[config.mk]
export PLATFORM = sky130hd
export DESIGN_NAME = mips_boot_loader
export DESIGN_NICKNAME = d
export VERILOG_FILES = /design/src/rtl/mips_boot_loader.sv
export SDC_FILE = /design/constraint.sdc
export NUM_CORES = 1
export LEC_CHECK = 0
export CAP_MARGIN = 20
export CORE_ASPECT_RATIO = 1.25
export CORE_MARGIN = 2
export CORE_UTILIZATION = 52
export CTS_BUF_LIST = sky130_fd_sc_hd__clkbuf_4
export DETAILED_ROUTE_END_ITERATION = 16
export GPL_TIMING_DRIVEN = 0
export PLACE_DENSITY_LB_ADDON = 0.3
export RECOVER_POWER = 100
export SKIP_LAST_GASP = 1
export SLEW_MARGIN = 30
export SYNTH_ARGS = -nofsm -noshare
export SYNTH_HDL_FRONTEND = slang
export SYNTH_SLANG_ARGS = --single-unit
[constraint.sdc]
create_clock -name clk1 -period 6.44 [get_ports clk1]
set_input_delay 0.966 -clock clk1 [delete_from_list [all_inputs] [get_ports clk1]]
set_output_delay 0.966 -clock clk1 [all_outputs]
set_load 0.005 [all_outputs]
[src/rtl/mips_boot_loader.sv]
// mips_boot_loader: program loader and run monitor for the pipelined MIPS32 core.
// Streams a program into unified memory, releases the core, counts RUN cycles
// until HALT or timeout, then streams a block of memory words back out.
//
// Ports:
//   clk1, rst_n             single clock, synchronous active-low reset
//   start                   begin load/run/dump (sampled in IDLE/DONE only)
//   prog_base, prog_len     program placement and length (clamped to PROG_DEPTH)
//   dump_base               first read-back word address
//   s_valid/s_ready/s_data  program word stream in
//   mem_we/addr/wdata/rdata loader side of the memory mux (rdata has 1-cycle latency)
//   core_rst_n, core_halted core reset release and halt flag
//   m_valid/m_ready/m_data/m_last  read-back stream out
//   busy, done, timed_out, cycle_count  status of the last run
module mips_boot_loader #(
  parameter int unsigned DATA_W     = 32,
  parameter int unsigned ADDR_W     = 10,
  parameter int unsigned PROG_DEPTH = 64,
  parameter int unsigned TIMEOUT    = 1024,
  parameter int unsigned DUMP_WORDS = 4,
  localparam int unsigned LEN_W     = $clog2(PROG_DEPTH) + 1
) (
  input  logic              clk1,
  input  logic              rst_n,
  input  logic              start,
  input  logic [ADDR_W-1:0] prog_base,
  input  logic [LEN_W-1:0]  prog_len,
  input  logic [ADDR_W-1:0] dump_base,
  input  logic              s_valid,
  output logic              s_ready,
  input  logic [DATA_W-1:0] s_data,
  output logic              mem_we,
  output logic [ADDR_W-1:0] mem_addr,
  output logic [DATA_W-1:0] mem_wdata,
  input  logic [DATA_W-1:0] mem_rdata,
  output logic              core_rst_n,
  input  logic              core_halted,
  output logic              m_valid,
  input  logic              m_ready,
  output logic [DATA_W-1:0] m_data,
  output logic              m_last,
  output logic              busy,
  output logic              done,
  output logic              timed_out,
  output logic [31:0]       cycle_count
);

  localparam int unsigned J_W = $clog2(DUMP_WORDS + 1);

  typedef enum logic [2:0] {
    S_IDLE,
    S_LOAD,
    S_RUN,
    S_DUMP_RD,
    S_DUMP_WAIT,
    S_DUMP_OUT,
    S_DONE
  } state_t;

  state_t            state;
  logic [ADDR_W-1:0] base_q;
  logic [ADDR_W-1:0] dbase_q;
  logic [LEN_W-1:0]  len_q;
  logic [LEN_W-1:0]  idx_q;
  logic [J_W-1:0]    j_q;
  logic [LEN_W-1:0]  clamp_len;
  logic [LEN_W-1:0]  idx_inc;
  logic [31:0]       cnt_inc;

  assign clamp_len = (prog_len > LEN_W'(PROG_DEPTH)) ? LEN_W'(PROG_DEPTH) : prog_len;
  assign idx_inc   = idx_q + LEN_W'(1);
  assign cnt_inc   = cycle_count + 32'd1;

  // Load handshake is combinational so the last word is written before the
  // core takes the memory; mem_we can never coincide with core_rst_n=1.
  assign s_ready   = (state == S_LOAD);
  assign mem_we    = s_ready & s_valid;
  assign mem_wdata = mem_we ? s_data : '0;

  // Loader address: program slot while loading, dump slot while reading back.
  always_comb begin
    mem_addr = '0;
    case (state)
      S_LOAD:    mem_addr = base_q + ADDR_W'(idx_q);
      S_DUMP_RD: mem_addr = dbase_q + ADDR_W'(j_q);
      default:   mem_addr = '0;
    endcase
  end

  // Control FSM with its registered outputs and counters.
  always_ff @(posedge clk1) begin
    if (!rst_n) begin
      state       <= S_IDLE;
      base_q      <= '0;
      dbase_q     <= '0;
      len_q       <= '0;
      idx_q       <= '0;
      j_q         <= '0;
      core_rst_n  <= 1'b0;
      m_valid     <= 1'b0;
      m_data      <= '0;
      m_last      <= 1'b0;
      busy        <= 1'b0;
      done        <= 1'b0;
      timed_out   <= 1'b0;
      cycle_count <= '0;
    end else begin
      case (state)
        S_IDLE, S_DONE: begin
          if (start) begin
            base_q      <= prog_base;
            dbase_q     <= dump_base;
            len_q       <= clamp_len;
            idx_q       <= '0;
            j_q         <= '0;
            timed_out   <= 1'b0;
            done        <= 1'b0;
            cycle_count <= '0;
            busy        <= 1'b1;
            if (clamp_len == '0) begin
              state      <= S_RUN;
              core_rst_n <= 1'b1;
            end else begin
              state <= S_LOAD;
            end
          end
        end

        S_LOAD: begin
          if (s_valid) begin
            idx_q <= idx_inc;
            if (idx_inc == len_q) begin
              state      <= S_RUN;
              core_rst_n <= 1'b1;
            end
          end
        end

        // Halt takes priority over counting, so a halt on the cycle that
        // would have hit the limit is not reported as a timeout.
        S_RUN: begin
          if (core_halted) begin
            state      <= S_DUMP_RD;
            core_rst_n <= 1'b0;
            j_q        <= '0;
          end else begin
            cycle_count <= cnt_inc;
            if (cnt_inc == 32'(TIMEOUT)) begin
              timed_out  <= 1'b1;
              state      <= S_DUMP_RD;
              core_rst_n <= 1'b0;
              j_q        <= '0;
            end
          end
        end

        S_DUMP_RD: begin
          state <= S_DUMP_WAIT;
        end

        S_DUMP_WAIT: begin
          m_data  <= mem_rdata;
          m_valid <= 1'b1;
          m_last  <= (j_q == J_W'(DUMP_WORDS - 1));
          state   <= S_DUMP_OUT;
        end

        // m_data/m_last only change after an accepted beat.
        S_DUMP_OUT: begin
          if (m_ready) begin
            m_valid <= 1'b0;
            m_last  <= 1'b0;
            if (m_last) begin
              state <= S_DONE;
              busy  <= 1'b0;
              done  <= 1'b1;
            end else begin
              j_q   <= j_q + J_W'(1);
              state <= S_DUMP_RD;
            end
          end
        end

        default: begin
          state <= S_IDLE;
        end
      endcase
    end
  end

endmodule

# ---- Word-level counts from Yosys, hierarchy flattened
# Index checks and enable logic that the tools add are counted.
dict set report word_totals {
  reg_bits 110
  input_bits 97
  output_inout_bits 114
}
dict set report op_classes {
  n_addsub 5
  order_cmp 1
  eq_ne 19
  n_mux 45
  bitwise_logic 1
  reduce_logical 18
}
# cell count
set ops {}
lappend ops {{$mux W32} 3}
lappend ops {{$pmux W32 S2} 1}
lappend ops {{$mux W3} 12}
lappend ops {{$add A32 B1 Y32 const B} 1}
lappend ops {{$eq A32 B11 Y1 const B} 1}
lappend ops {{$mux W7} 3}
lappend ops {{$pmux W10 S2} 1}
lappend ops {{$pmux W3 S6} 1}
lappend ops {{$ne A2 B2 Y1 const B} 8}
lappend ops {{$mux W1} 15}
lappend ops {{$pmux W7 S2} 1}
lappend ops {{$add A10 B3 Y10} 1}
lappend ops {{$add A10 B7 Y10} 1}
lappend ops {{$pmux W1 S2} 5}
lappend ops {{$reduce_and A5 Y1} 2}
lappend ops {{$eq A3 B2 Y1 const B} 3}
lappend ops {{$eq A3 B3 Y1 const B} 3}
lappend ops {{$pmux W3 S3} 1}
lappend ops {{$reduce_and A4 Y1} 2}
lappend ops {{$reduce_bool A2 Y1} 4}
lappend ops {{$add A7 B1 Y7 const B} 1}
lappend ops {{$eq A7 B7 Y1} 1}
lappend ops {{$gt A7 B7 Y1 const B} 1}
lappend ops {{$logic_not A7 Y1} 1}
lappend ops {{other kinds (13)} 16}

# ---- Depth between registers and ports, before layout
# Gate-level depths: netlist (run 1).
dict set report logic_depth {
  depth_word 6
  depth_mapped 10
  mapped_depth_nobuf 10
}

# ---- Least setup slack after synthesis (run 1)
# No wires, ideal clock.
dict set report synth_timing {
  path_type {register to output}
  from {reg idx_q[0]}
  to {out mem_addr[8]}
  arrival_ps 2065
  path_slack_ps 3409
  stages_incl_launch_ff 11
  cell_sequence {dfxtp_1 > ha_1 > fa_1 > a21o_1 > a21oi_1 > o21bai_1 > a21oi_1 > nor2b_1 > o21ai_0 > xor2_1 > o22ai_1}
}
dict set report synth_between {
  elab_chain_len 2
}
# element line_no
set synth_rtl {}
lappend synth_rtl {{start: declaration} 64} ;# logic [LEN_W-1:0] idx_q;
lappend synth_rtl {{start signal: assignment} 131} ;# idx_q <= idx_inc;
lappend synth_rtl {{$add A10 B7 Y10} 84} ;# S_LOAD: mem_addr = base_q + ADDR_W'(idx_q);
lappend synth_rtl {{$pmux W10 S2} 83} ;# case (state)
lappend synth_rtl {{end: declaration} 33} ;# output logic [ADDR_W-1:0] mem_addr,
# No other way between the ends.

# ---- Worst setup path after layout (run 1)
dict set report layout_timing {
  from {reg cycle_count[10]}
  to {reg core_rst_n}
}
dict set report layout_between {
  elab_chain_len 4
}
# element line_no
set layout_rtl {}
lappend layout_rtl {{start: declaration} 45} ;# output logic [31:0] cycle_count
lappend layout_rtl {{start signal: assignment} 147} ;# cycle_count <= cnt_inc;
lappend layout_rtl {{$add A32 B1 Y32} 72} ;# assign cnt_inc = cycle_count + 32'd1;
lappend layout_rtl {{$eq A32 B11 Y1} 148} ;# if (cnt_inc == 32'(TIMEOUT)) begin
lappend layout_rtl {{$ne A3 B3 Y1 (no line)} n/a}
lappend layout_rtl {{$reduce_and A6 Y1 (no line)} n/a}
lappend layout_rtl {{end signal: assignment} 99} ;# core_rst_n <= 1'b0;
lappend layout_rtl {{end signal: assignment} 144} ;# core_rst_n <= 1'b0;
lappend layout_rtl {{end signal: assignment} 151} ;# core_rst_n <= 1'b0;
lappend layout_rtl {{end: declaration} 36} ;# output logic core_rst_n,
# No other way between the ends.
# A chain may end at the register's enable or synchronous reset.

==> results of run 1 <==
area by class of cell:
| cell class | count | area, sq um | share of cell area (%) |
|---|---|---|---|
| diodes | 1 | 2.50 | 0.0283 |
| clock inverters | 7 | 68.8 | 0.778 |
| repair buffers | 210 | 2100 | 23.8 |
| plain buffers | 62 | 262 | 2.96 |
| inverters | 18 | 67.6 | 0.764 |
| clock buffers | 9 | 67.6 | 0.764 |
| flip-flops and latches | 110 | 2200 | 24.9 |
| multi-input cells | 670 | 3870 | 43.7 |
| well taps | 164 | 205 | 2.32 |
worst max-delay path: cells and delay by family, from the launching register on:
kind	cells	cell delay [ns]
buf+inv	1	0.38
xor+xnor	1	0.20
compound gates	3	1.97
flops	1	0.38
simple gates	4	1.76
worst max-delay path by stage:
| stage | cells past startpoint | to | from |
|---|---|---|---|
| 6_report | 9 | core_rst_n | cycle_count[10] |
| 3_5_place_dp | 7 | mem_wdata[17] | s_valid |
| 3_3_place_gp | 7 | mem_wdata[6] | s_valid |
| 5_1_grt | 9 | core_rst_n | cycle_count[10] |
| 4_1_cts | 10 | mem_wdata[17] | state[1] |
| 2_1_floorplan | 10 | mem_addr[8] | idx_q[0] |
power groups by stage:
stage,logic [W],registers (W),clock network [W]
2_1_floorplan,0.000255,0.000757,0
3_3_place_gp,0.000476,0.000762,0
3_5_place_dp,0.000485,0.000763,0
4_1_cts,0.000490,0.000749,0.000361
5_1_grt,0.000525,0.000755,0.000388
6_report,0.000482,0.000750,0.000360
per-layer routing:
| metal | track usage, % | up-vias | part of all wire (%) |
|---|---|---|---|
| met2 | 54.8 | 369 | 50 |
| met5 | 0 | - | 0 |
| li1 | - | 3482 | - |
| met1 | 32.1 | 3329 | 37 |
| met4 | 19.2 | 0 | 5.6 |
| met3 | 6.99 | 84 | 7.7 |
per-stage QoR:
step                utilization, %  power, W
floorplan                        -   0.00101
global placement              72.2   0.00124
finish                        73.1   0.00159
CTS                           73.4   0.00160
global route                  73.1   0.00167
detailed placement            72.3   0.00125
sequential cells by signal, summed over array words and instances, names as in the netlist, 3 cells and up:
register / cells
j_q: 3
base_q: 10
m_data: 32
idx_q: 7
state: 3
len_q: 7
cycle_count: 32
dbase_q: 10
kinds of logic after synthesis:
group	after synthesis	synth area share [%]
AO/OA/AOI/OAI	223	21.0
XOR/XNOR	33	4.49
adder cells (fa/ha/maj)	17	3.54
AND/OR/NAND/NOR	393	30.9
buffers and inverters	80	5.13
flip-flops	110	34.2
multiplexers	4	0.719
synth_stat cells, types with 6 or more instances:
cell / n
xnor2_1: 15
a21o_1: 7
nand3_1: 15
nand2_1: 167
dfxtp_1: 110
o21ai_0: 38
nand4_1: 20
nor2_1: 61
and3_1: 9
and4_1: 6
a31oi_1: 12
xor2_1: 18
ha_1: 15
inv_1: 16
nor3_1: 27
nor4_1: 10
clkbuf_1: 46
nand3b_1: 7
o22ai_1: 7
buf_2: 12
a21oi_1: 111
and2_1: 33
==> summary.md, run 1 <==
| Metric | Value |
|---|---|
| FP Rows | 45 |
| Clk slew on worst S/H paths | 0.19 ns |
| Final setup viols | 0 |
| Mapped Area | ~6400 sq um |
| Min-Delay Path Depth | 2 |
| Crit path DAT | 5.19 ns |
| Routed vias/inst | around 5.8 |
| Pint | between 0.001 and 0.0015 W |
| Number of synthesized flops with an enable pin | 0 |
| H-tree depth | 3 |
| Hold slack | around 0.46 ns |
| CTS hold repair buffers | 0 |
| Syn Nets | 974 |
| Final Slew Violations | 7 |
| Switch share | between 30% and 40% |
| Slowest stage delay, CP | 1.45 ns |
| Reg2Reg Capture Point | core_rst_n |
| Worst EP required | roughly 7 ns |
| Setup WS post-layout | 1.67 ns |
| Syn Area/Cell | around 7.5 sq um |
| DIE AREA | between 10,000 and 15,000 sq um |
| Kind of critical path | reg2reg |
| Largest net degree at the start of global routing | 22 |
| CTS tree | built |
| Area contributors post-synth | dfxtp_1 34%, nand2_1 9.7%, a21oi_1 8.6% |
| DRC viols | 0 |
| Post-route minimum period | 4.77 ns |
| Peak supply drop | between 0.1 and 0.15 mV |
| Cell count of the worst reg-to-reg path | 9 |
| Failing checks | max-capacitance violations, max-slew violations |
| Final period util | 74.1% |
| Status | finished, violations left |
| Area Overhead vs Synth | 37.5% |
| Filler Cells Inserted | 990 |
| Max-Cap Viols | 1 |
| Worst Clk Skew | 0.0210 ns |
| Placed Instances | between 1,000 and 1,500 |
| FFs w/ async S/R, synth | 0% |
| CTS Buf Count | 9 |
| Synth cell types | 72 |
| Avg WL per Cell | 16.7 um |
| PD cells | between 150 and 200 nW/um^2 |
| Syn Inst Count | 860 |
| Post-CTS Resized | 0 |
| Total gr overflow | 0 |
| Clk network pwr share | between 20% and 30% |
| Crit path max-delay cell type | a2111oi_0 |
| Root Driver | clkbuf_4 |
| Num ports | ~210 |
| Worst setup EP type | register |
| Area share of the largest cell type after synthesis | about a third |
| Setup TNS | 0 ns |
| Crit path max fanout | 9 |
| Fraction of layout instances using a drive strength above 1 | between 4 and 5% |
| FF+latch count, synth | 110 |
| Reg2Reg Launch Point | cycle_count[10] |
| Detailed Routing Iterations Pass 1 | 7 |
| Post-DP HPWL | 16,100 um |
| Worst hold start | m_data[18] |
| Cell Area, Placed | approximately 9000 sq um |
| Vias in the first global route | 6,700 |
| RSZ-0062 raised after global routing | no |
| Actual slew at the worst max-slew pin | about 1.7 ns |
| Initial antenna violation count | 1 |
| Leakage | 3.52 nW |
| Final Hold Vio Count | 0 |
| Worst slack at placement | roughly 2.2 ns |
| Drt total wl | between 20,000 and 25,000 um |
| DR vias | 7,264 |
| Iteration-0 DRC Markers | 504 |
| Antenna-violating nets left | 0 |
| Reg power frac | a little under half |
| Most common cell after layout, fill and taps aside | nand2_1 |
| Post-synth top area cell | dfxtp_1 |
| CP Launch Type | register |
| Most frequent cells in the layout | 167 x nand2_1, 115 x clkdlybuf4s50_1, 111 x a21oi_1 |
| Worst min-delay path class | reg2reg |
| Skew-Pair Late Insertion Delay | roughly 0.5 ns |
| Post-route cell area | a little under 9000 sq um |
| Slack of the worst reg-to-reg path | 1.67 ns |
| Initial core utilization | a little over half |
| Maximum clock path buffer count | 2 |
| Critical-path cell list | clkbuf_1 > nand2_1 > nor4b_1 > nand4_1 > xor2_1 > o2111ai_1 > a2111oi_0 > nand2_1 > a41o_1 |
| Placer congestion estimate | ~0.94 |
| Tot GR Track Use | 30.3% |
| Seq/Total Area, Yosys | approximately a third |
| Core footprint | between 10,000 and 15,000 sq um |
| Combinational share of power | a little under a third |
| Global-route wire length before repair | approximately 33,000 um |
| WHS Endpoint | m_data[18] |
| Ys flop type | dfxtp_1 |
| Most used cell, CP | nand2_1 |
| Port bufs | between 200 and 250 |
| Yosys warns | 0 |
| Nets@finish | between 1,000 and 1,500 |
| Finished Layout Cells | 1,251 |
| Worst rel slew slack | -17.3% |
| Clk sinks | 110 |
| Die Y | roughly 130 um |
| FMAX | around 210 MHz |
| Chip width | 104 um |
| NetSw | between 0.0005 and 0.0006 W |
| Post-CTS Setup Inserts | 0 |
Power figures use the tool's default switching activity.
==> run 2, diff against run 1 <==
--- a/config.mk
+++ b/config.mk
@@ -8,7 +8,7 @@
 export CAP_MARGIN = 20
 export CORE_ASPECT_RATIO = 1.25
 export CORE_MARGIN = 2
-export CORE_UTILIZATION = 52
+export CORE_UTILIZATION = 48
 export CTS_BUF_LIST = sky130_fd_sc_hd__clkbuf_4
 export DETAILED_ROUTE_END_ITERATION = 16
 export GPL_TIMING_DRIVEN = 0
==> constraint.sdc (replaced) <==
create_clock -name clk1 -period 4.7 [get_ports clk1]
set_input_delay 0.705 -clock clk1 [delete_from_list [all_inputs] [get_ports clk1]]
set_output_delay 0.705 -clock clk1 [all_outputs]
set_load 0.005 [all_outputs]
==> run 2 against run 1 <==
  * The run now ends clean
  * First-iteration DRC count rose by 16%
  * Cell area barely moved
  * Via count fell by 1.1%
  * Setup slack got worse by 1.3 ns
  * Combinational power rose by 36%
  * Register-to-register slack got worse by 1.3 ns
  * Non-clock buffer count did not move
  * Final cell count rose by 0.64%
==> summary.md, run 2 (synthesis gave the netlist of run 1 again) <==
| Metric | Value |
|---|---|
| Filler Cells Inserted | 1,194 (was 990) |
| FP Rows | 47 (was 45) |
| Worst EP required | 3.99 ns (was 6.86 ns) |
| Final period util | between 90% and 100% |
| Switch share | 35.7% (was 36.1%) |
| Total gr overflow | 0 (unchanged) |
| Drt total wl | 20,600 um (was 20,900 um) |
| Nets@finish | 1,195 (unchanged) |
| Core footprint | 13,200 sq um (was 12,100 sq um) |
| Crit path max fanout | 10 (was 9) |
| Setup TNS | 0 ns (unchanged) |
| Final Slew Violations | 0 (was 7) |
| Setup WS post-layout | 0.349 ns (was 1.67 ns) |
| Delay-heaviest family, CP | buffers and inverters (was compound AO/OA/AOI/OAI gates) |
| Min-Delay Path Depth | 2 (unchanged) |
| Worst min-delay path class | reg2reg (unchanged) |
| Reg power frac | 47.6% (was 47.1%) |
| Peak supply drop | 0.140 mV (was 0.122 mV) |
| Post-route cell area | 8840 sq um (was 8850 sq um) |
| Largest net degree at the start of global routing | 21 (was 22) |
| CTS hold repair buffers | 0 (unchanged) |
| Maximum clock path buffer count | 2 (unchanged) |
| DRC viols | 0 (unchanged) |
| Initial core utilization | 48.9% (was 53.2%) |
| Detailed Routing Iterations Pass 1 | 8 (was 7) |
| Die Y | 133 um (was 128 um) |
| CTS Buf Count | 9 (unchanged) |
| Most frequent cells in the layout | 167 x nand2_1, 113 x clkdlybuf4s50_1, 111 x a21oi_1 (was 167 x nand2_1, 115 x clkdlybuf4s50_1, 111 x a21oi_1) |
| Port bufs | 210 (unchanged) |
| Combinational share of power | 30.3% (about the same) |
| CP Launch Type | register (unchanged) |
| Tot GR Track Use | 28.2% (was 30.3%) |
| Finished Layout Cells | 1,259 (was 1,251) |
| Post-DP HPWL | 16,000 um (was 16,100 um) |
| Placer congestion estimate | 0.980 (was 0.937) |
| Most common cell after layout, fill and taps aside | nand2_1 (unchanged) |
| Avg WL per Cell | 16.4 um (was 16.7 um) |
| Actual slew at the worst max-slew pin | 1.30 ns (was 1.71 ns) |
| FMAX | between 200 and 250 MHz |
| Worst slack at placement | 0.890 ns (was 2.23 ns) |
| Worst Clk Skew | 0.0173 ns (was 0.0210 ns) |
| Pint | 0.00139 W (was 0.00102 W) |
| Post-route minimum period | around 4.4 ns |
| Global-route wire length before repair | 32,200 um (was 32,500 um) |
| Worst hold start | m_data[13] (was m_data[18]) |
| Clk sinks | 110 (unchanged) |
| Post-CTS Setup Inserts | 0 (unchanged) |
| Skew-Pair Late Insertion Delay | 0.50 ns (about the same) |
| NetSw | 0.000771 W (was 0.000575 W) |
| Reg2Reg Launch Point | cycle_count[16] (was cycle_count[10]) |
| Vias in the first global route | 6,597 (was 6,700) |
| Clk slew on worst S/H paths | 0.17 ns (was 0.19 ns) |
| Most used cell, CP | clkbuf_1 (was nand2_1) |
| Placed Instances | 1,241 (was 1,234) |
| Iteration-0 DRC Markers | 583 (was 504) |
| Clk network pwr share | 22.1% (was 22.6%) |
| Cell Area, Placed | 8760 sq um (was 8750 sq um) |
| Crit path DAT | 3.65 ns (was 5.19 ns) |
| Fraction of layout instances using a drive strength above 1 | 4.51% (was 4.70%) |
| Routed vias/inst | 5.71 (was 5.81) |
| DR vias | 7,184 (was 7,264) |
| RSZ-0062 raised after global routing | no (unchanged) |
| Slowest stage delay, CP | 0.62 ns (was 1.45 ns) |
| Crit path max-delay cell type | dlygate4sd3_1 (was a2111oi_0) |
| Worst Setup SP | state[1] (was cycle_count[10]) |
| DIE AREA | 14,400 sq um (was 13,300 sq um) |
| CTS tree | built (unchanged) |
| Top Registers | cycle_count x32, m_data x32 (unchanged) |
| Cell count of the worst reg-to-reg path | 10 (was 9) |
| Post-CTS Resized | 0 (unchanged) |
| Chip width | 108 um (was 104 um) |
| Num ports | 211 (unchanged) |
| Final Hold Vio Count | 0 (unchanged) |
| Status | completed (was finished, violations left) |
| Area Overhead vs Synth | 37.4% (was 37.5%) |
| Worst setup EP type | output port (was register) |
| H-tree depth | 3 (unchanged) |
| Final setup viols | 0 (unchanged) |
| Worst rel slew slack | 12.5% (was -17.3%) |
| Antenna-violating nets left | 0 (unchanged) |
| Worst path depth | 10 (was 9) |
| Critical-path cell list | clkbuf_1 > nor2_1 > nand2_1 > inv_1 > nand2_1 > inv_1 > clkbuf_1 > clkbuf_1 > and2_1 > dlygate4sd3_1 (was clkbuf_1 > nand2_1 > nor4b_1 > nand4_1 > xor2_1 > o2111ai_1 > a2111oi_0 > nand2_1 > a41o_1) |
| Buf/Inv on CP | 6 (was 1) |
| Root Driver | clkbuf_4 (unchanged) |
| PD cells | 244 nW/um^2 (was 180 nW/um^2) |
| Leakage | 3.52 nW (about the same) |
| Initial antenna violation count | 1 (unchanged) |
| Kind of critical path | reg2out (was reg2reg) |
| Max-Cap Viols | 0 (was 1) |
run 2: changes by cell type in the layout (fill, tap and decap cells not counted), moves of 2 or more:
cell,previous run,this run
and2_0,21,18
and2_1,12,15
clkbuf_1,48,50
clkdlybuf4s50_1,115,113
clkinv_4,1,3
dlygate4sd3_1,95,97
inv_6,3,1
run 2: power by group through the flow:
stage	Combinational, W	Sequential, W	Clock (W)
6_report	0.000654	0.00103	0.000476
5_1_grt	0.000717	0.00103	0.000521
4_1_cts	0.000666	0.00103	0.000482
3_5_place_dp	0.000662	0.00105	0
3_3_place_gp	0.000656	0.00105	0
2_1_floorplan	0.000349	0.00104	0
run 2: cell type report:
class	instances	area, sq um	area share, %
clock buffer	9	67.6	0.764
timing repair buffer	210	2100	23.8
clock inverter	7	65.1	0.736
multi-input combinational	670	3870	43.8
sequential	110	2200	24.9
tap	171	214	2.42
antenna	2	5.00	0.0566
inverter	18	67.6	0.764
buffer	62	250	2.83
run 2: final timing paths:
kind	slack [ns]	end
worst max-delay path	0.35	mem_wdata[12]
worst min-delay path	0.46	m_data[13]
worst max register to register	0.37	core_rst_n
worst min register to register	0.46	m_data[13]
run 2: stage by stage:
| step | hold WS [ns] | utilization [%] | total power, W |
|---|---|---|---|
| floorplan | 0.441 | - | 0.00139 |
| global placement | 0.440 | 66.4 | 0.00170 |
| detailed placement | 0.446 | 66.5 | 0.00171 |
| CTS | 0.467 | 67.5 | 0.00217 |
| global route | 0.480 | 67.1 | 0.00227 |
| finish | 0.464 | 67.1 | 0.00216 |
run 2: worst min-delay path, delay by kind of cell, from the launching register on:
kind | cells | cell delay (ns)
AOI/OAI and AO/OA | 1 | 0.05
and+or+nand+nor | 1 | 0.05
DFF | 1 | 0.34
run 2: layer usage:
layer	track usage (%)	wire length, um	up-vias
met2	49.7	10400	343
li1	-	-	3487
met1	32.0	7760	3278
met4	14.5	1010	0
met5	0	0	-
met3	5.23	1460	76
==> run 3, diff against run 2 <==
--- a/config.mk
+++ b/config.mk
@@ -8,7 +8,7 @@
 export CAP_MARGIN = 20
 export CORE_ASPECT_RATIO = 1.25
 export CORE_MARGIN = 2
-export CORE_UTILIZATION = 48
+export CORE_UTILIZATION = 34
 export CTS_BUF_LIST = sky130_fd_sc_hd__clkbuf_4
 export DETAILED_ROUTE_END_ITERATION = 16
 export GPL_TIMING_DRIVEN = 0
==> constraint.sdc (replaced) <==
create_clock -name clk1 -period 4.5 [get_ports clk1]
set_input_delay 0.675 -clock clk1 [delete_from_list [all_inputs] [get_ports clk1]]
set_output_delay 0.675 -clock clk1 [all_outputs]
set_load 0.005 [all_outputs]
==> run 3 against run 2 <==
  * Sequential cell count unchanged
  * Cell area up 0.79%
  * Final cell count up 4.7%
  * Non-clock buffer count down 1
  * Critical endpoint is now mem_wdata[27]
  * Clock skew up 0.0076 ns
  * Power up 6.4%
  * Count of clock-buffer cells in the layout unchanged
  * Utilization down 19 points
  * Global-route usage down 7.0 points
==> summary.md, run 3 (synthesis gave the netlist of run 1 again) <==
| Metric | Value |
|---|---|
| Status | completed (unchanged) |
| Crit path max-delay cell type | clkdlybuf4s50_1 (was dlygate4sd3_1) |
| Initial antenna violation count | 1 (unchanged) |
| Switch share | 36.5% (was 35.7%) |
| Pint | 0.00146 W (was 0.00139 W) |
| Util after Layout | 47.8% (was 67.1%) |
| FP Rows | 56 (was 47) |
| Actual slew at the worst max-slew pin | 1.17 ns (was 1.30 ns) |
| PD cells | 257 nW/um^2 (was 244 nW/um^2) |
| Leakage | 3.52 nW (about the same) |
| Max-Cap Viols | 0 (unchanged) |
| Grt met1 use | 24.3% (was 32.0%) |
| H-tree depth | 3 (unchanged) |
| Largest net degree at the start of global routing | 22 (was 21) |
| RSZ-0062 raised after global routing | no (unchanged) |
| DRC viols | 0 (unchanged) |
| Port bufs | 210 (unchanged) |
| FMAX | 241 MHz |
| Chip width | 127 um (was 108 um) |
| Hold slack | 0.465 ns (was 0.464 ns) |
| Maximum clock path buffer count | 2 (unchanged) |
| Peak supply drop | 0.122 mV (was 0.140 mV) |
| Initial core utilization | 34.5% (was 48.9%) |
| Clk slew on worst S/H paths | 0.22 ns (was 0.17 ns) |
| Skew-Pair Late Insertion Delay | 0.52 ns (was 0.50 ns) |
| Crit path DAT | 3.47 ns (was 3.65 ns) |
| Tot GR Track Use | 21.2% (was 28.2%) |
| Worst min-delay path class | reg2reg (unchanged) |
| Met2 usage | 38.2% (was 49.7%) |
| Worst EP required | 3.83 ns (was 3.99 ns) |
| Core footprint | 18,600 sq um (was 13,200 sq um) |
| Antenna-violating nets left | 0 (unchanged) |
| Root Driver | clkbuf_4 (unchanged) |
| Clk network pwr share | 23.4% (was 22.1%) |
| GR Util met3 | 4.36% (was 5.23%) |
| Die Y | 158 um (was 133 um) |
| Area Overhead vs Synth | 38.5% (was 37.4%) |
| Worst setup EP type | output port (unchanged) |
| Nets@finish | 1,194 (was 1,195) |
| Post-CTS Setup Inserts | 0 (unchanged) |
| Avg WL per Cell | 16.4 um (about the same) |
| Slowest stage delay, CP | 0.52 ns (was 0.62 ns) |
| Combinational share of power | 29.8% (was 30.3%) |
| DR vias | 7,107 (was 7,184) |
| Crit path max fanout | 12 (was 10) |
| Most common cell after layout, fill and taps aside | nand2_1 (unchanged) |
| Buf/Inv on CP | 5 (was 6) |
| Critical-path cell list | clkbuf_1 > nor2_1 > nand2_1 > inv_1 > nand2_1 > inv_1 > clkbuf_1 > and2_0 > clkdlybuf4s50_1 (was clkbuf_1 > nor2_1 > nand2_1 > inv_1 > nand2_1 > inv_1 > clkbuf_1 > clkbuf_1 > and2_1 > dlygate4sd3_1) |
| Most frequent cells in the layout | 167 x nand2_1, 114 x clkdlybuf4s50_1, 111 x a21oi_1 (was 167 x nand2_1, 113 x clkdlybuf4s50_1, 111 x a21oi_1) |
| Final Slew Violations | 0 (unchanged) |
| Placer congestion estimate | 0.957 (was 0.980) |
| CP Launch Type | register (unchanged) |
| Most Crowded Layer GR | met2 (unchanged) |
| DIE AREA | 20,000 sq um (was 14,400 sq um) |
| Final period util | between 90 and 100% |
| Reg power frac | 46.8% (was 47.6%) |
| Routed vias/inst | 5.39 (was 5.71) |
| Post-route minimum period | 4.15 ns |
| Post-DP HPWL | 16,600 um (was 16,000 um) |
| CTS Buf Count | 9 (unchanged) |
| CTS hold repair buffers | 0 (unchanged) |
| Kind of critical path | reg2out (unchanged) |
| Worst Clk Skew | 0.0249 ns (was 0.0173 ns) |
| Filler Cells Inserted | 1,876 (was 1,194) |
| NetSw | 0.000838 W (was 0.000771 W) |
| Detailed Routing Iterations Pass 1 | 8 (unchanged) |
| Global-route wire length before repair | 33,900 um (was 32,200 um) |
| Drt total wl | 21,600 um (was 20,600 um) |
| Vias in the first global route | 6,611 (was 6,597) |
| Final setup viols | 0 (unchanged) |
| Fraction of layout instances using a drive strength above 1 | 4.42% (was 4.51%) |
| Num ports | 211 (unchanged) |
| Post-CTS Resized | 0 (unchanged) |
| Clk sinks | 110 (unchanged) |
| Worst rel slew slack | 21.2% (was 12.5%) |
| Final Hold Vio Count | 0 (unchanged) |
| Total gr overflow | 0 (unchanged) |
| Top Registers | cycle_count x32, m_data x32 (unchanged) |
| Setup TNS | 0 ns (unchanged) |
| Iteration-0 DRC Markers | 529 (was 583) |
| CTS tree | built (unchanged) |
| Power Total | 0.00229 W (was 0.00216 W) |
| Delay-heaviest family, CP | buffers and inverters (unchanged) |
==> run 3: path summary, 6_finish.rpt <==
| check | slack (ns) | start | to | cells after the start |
|---|---|---|---|---|
| setup reg to reg | 0.54 | cycle_count[17] | j_q[1] | 10 |
| hold / removal | 0.47 | m_data[3] | m_data[3] | 2 |
| setup / recovery | 0.35 | state[1] | mem_wdata[27] | 9 |
| hold reg to reg | 0.47 | m_data[3] | m_data[3] | 2 |
==> run 3: cell type report <==
| type | instances | area, sq um | area share (%) |
|---|---|---|---|
| diodes | 1 | 2.50 | 0.0281 |
| clock inverters | 7 | 71.3 | 0.800 |
| inverters | 18 | 67.6 | 0.758 |
| plain buffers | 61 | 246 | 2.77 |
| repair buffers | 210 | 2100 | 23.6 |
| clock buffers | 9 | 67.6 | 0.758 |
| multi-input cells | 670 | 3860 | 43.3 |
| flip-flops and latches | 110 | 2200 | 24.7 |
| well taps | 232 | 290 | 3.26 |
==> run 3: through the flow <==
step	instance area, sq um	cells	setup WS (ns)
6_report	8910	1318	0.353
5_1_grt	8910	1318	0.0163
4_1_cts	8970	1318	0.174
3_5_place_dp	8830	1302	0.787
3_3_place_gp	8830	1302	0.790
2_1_floorplan	6430	860	1.76
==> run 3: power by group through the flow <==
stage          logic [W]  clock network, W  registers, W
2_1_floorplan   0.000365                 0       0.00108
3_3_place_gp    0.000695                 0       0.00109
3_5_place_dp    0.000699                 0       0.00109
4_1_cts         0.000704          0.000550       0.00107
5_1_grt         0.000755          0.000589       0.00108
6_report        0.000685          0.000537       0.00107
==> run 3: routing by layer <==
layer	part of all wire, %	up-vias	wire, um
met1	40	3249	8580
met5	0	-	0
li1	-	3478	-
met3	6.7	47	1450
met2	51	333	10900
met4	3.0	0	638
==> run 3: worst min-delay path: cells and delay by family (launching register included) <==
kind / cells / cell delay (ns)
and+or+nand+nor: 1 / 0.05
DFF: 1 / 0.35
AOI/OAI and AO/OA: 1 / 0.05
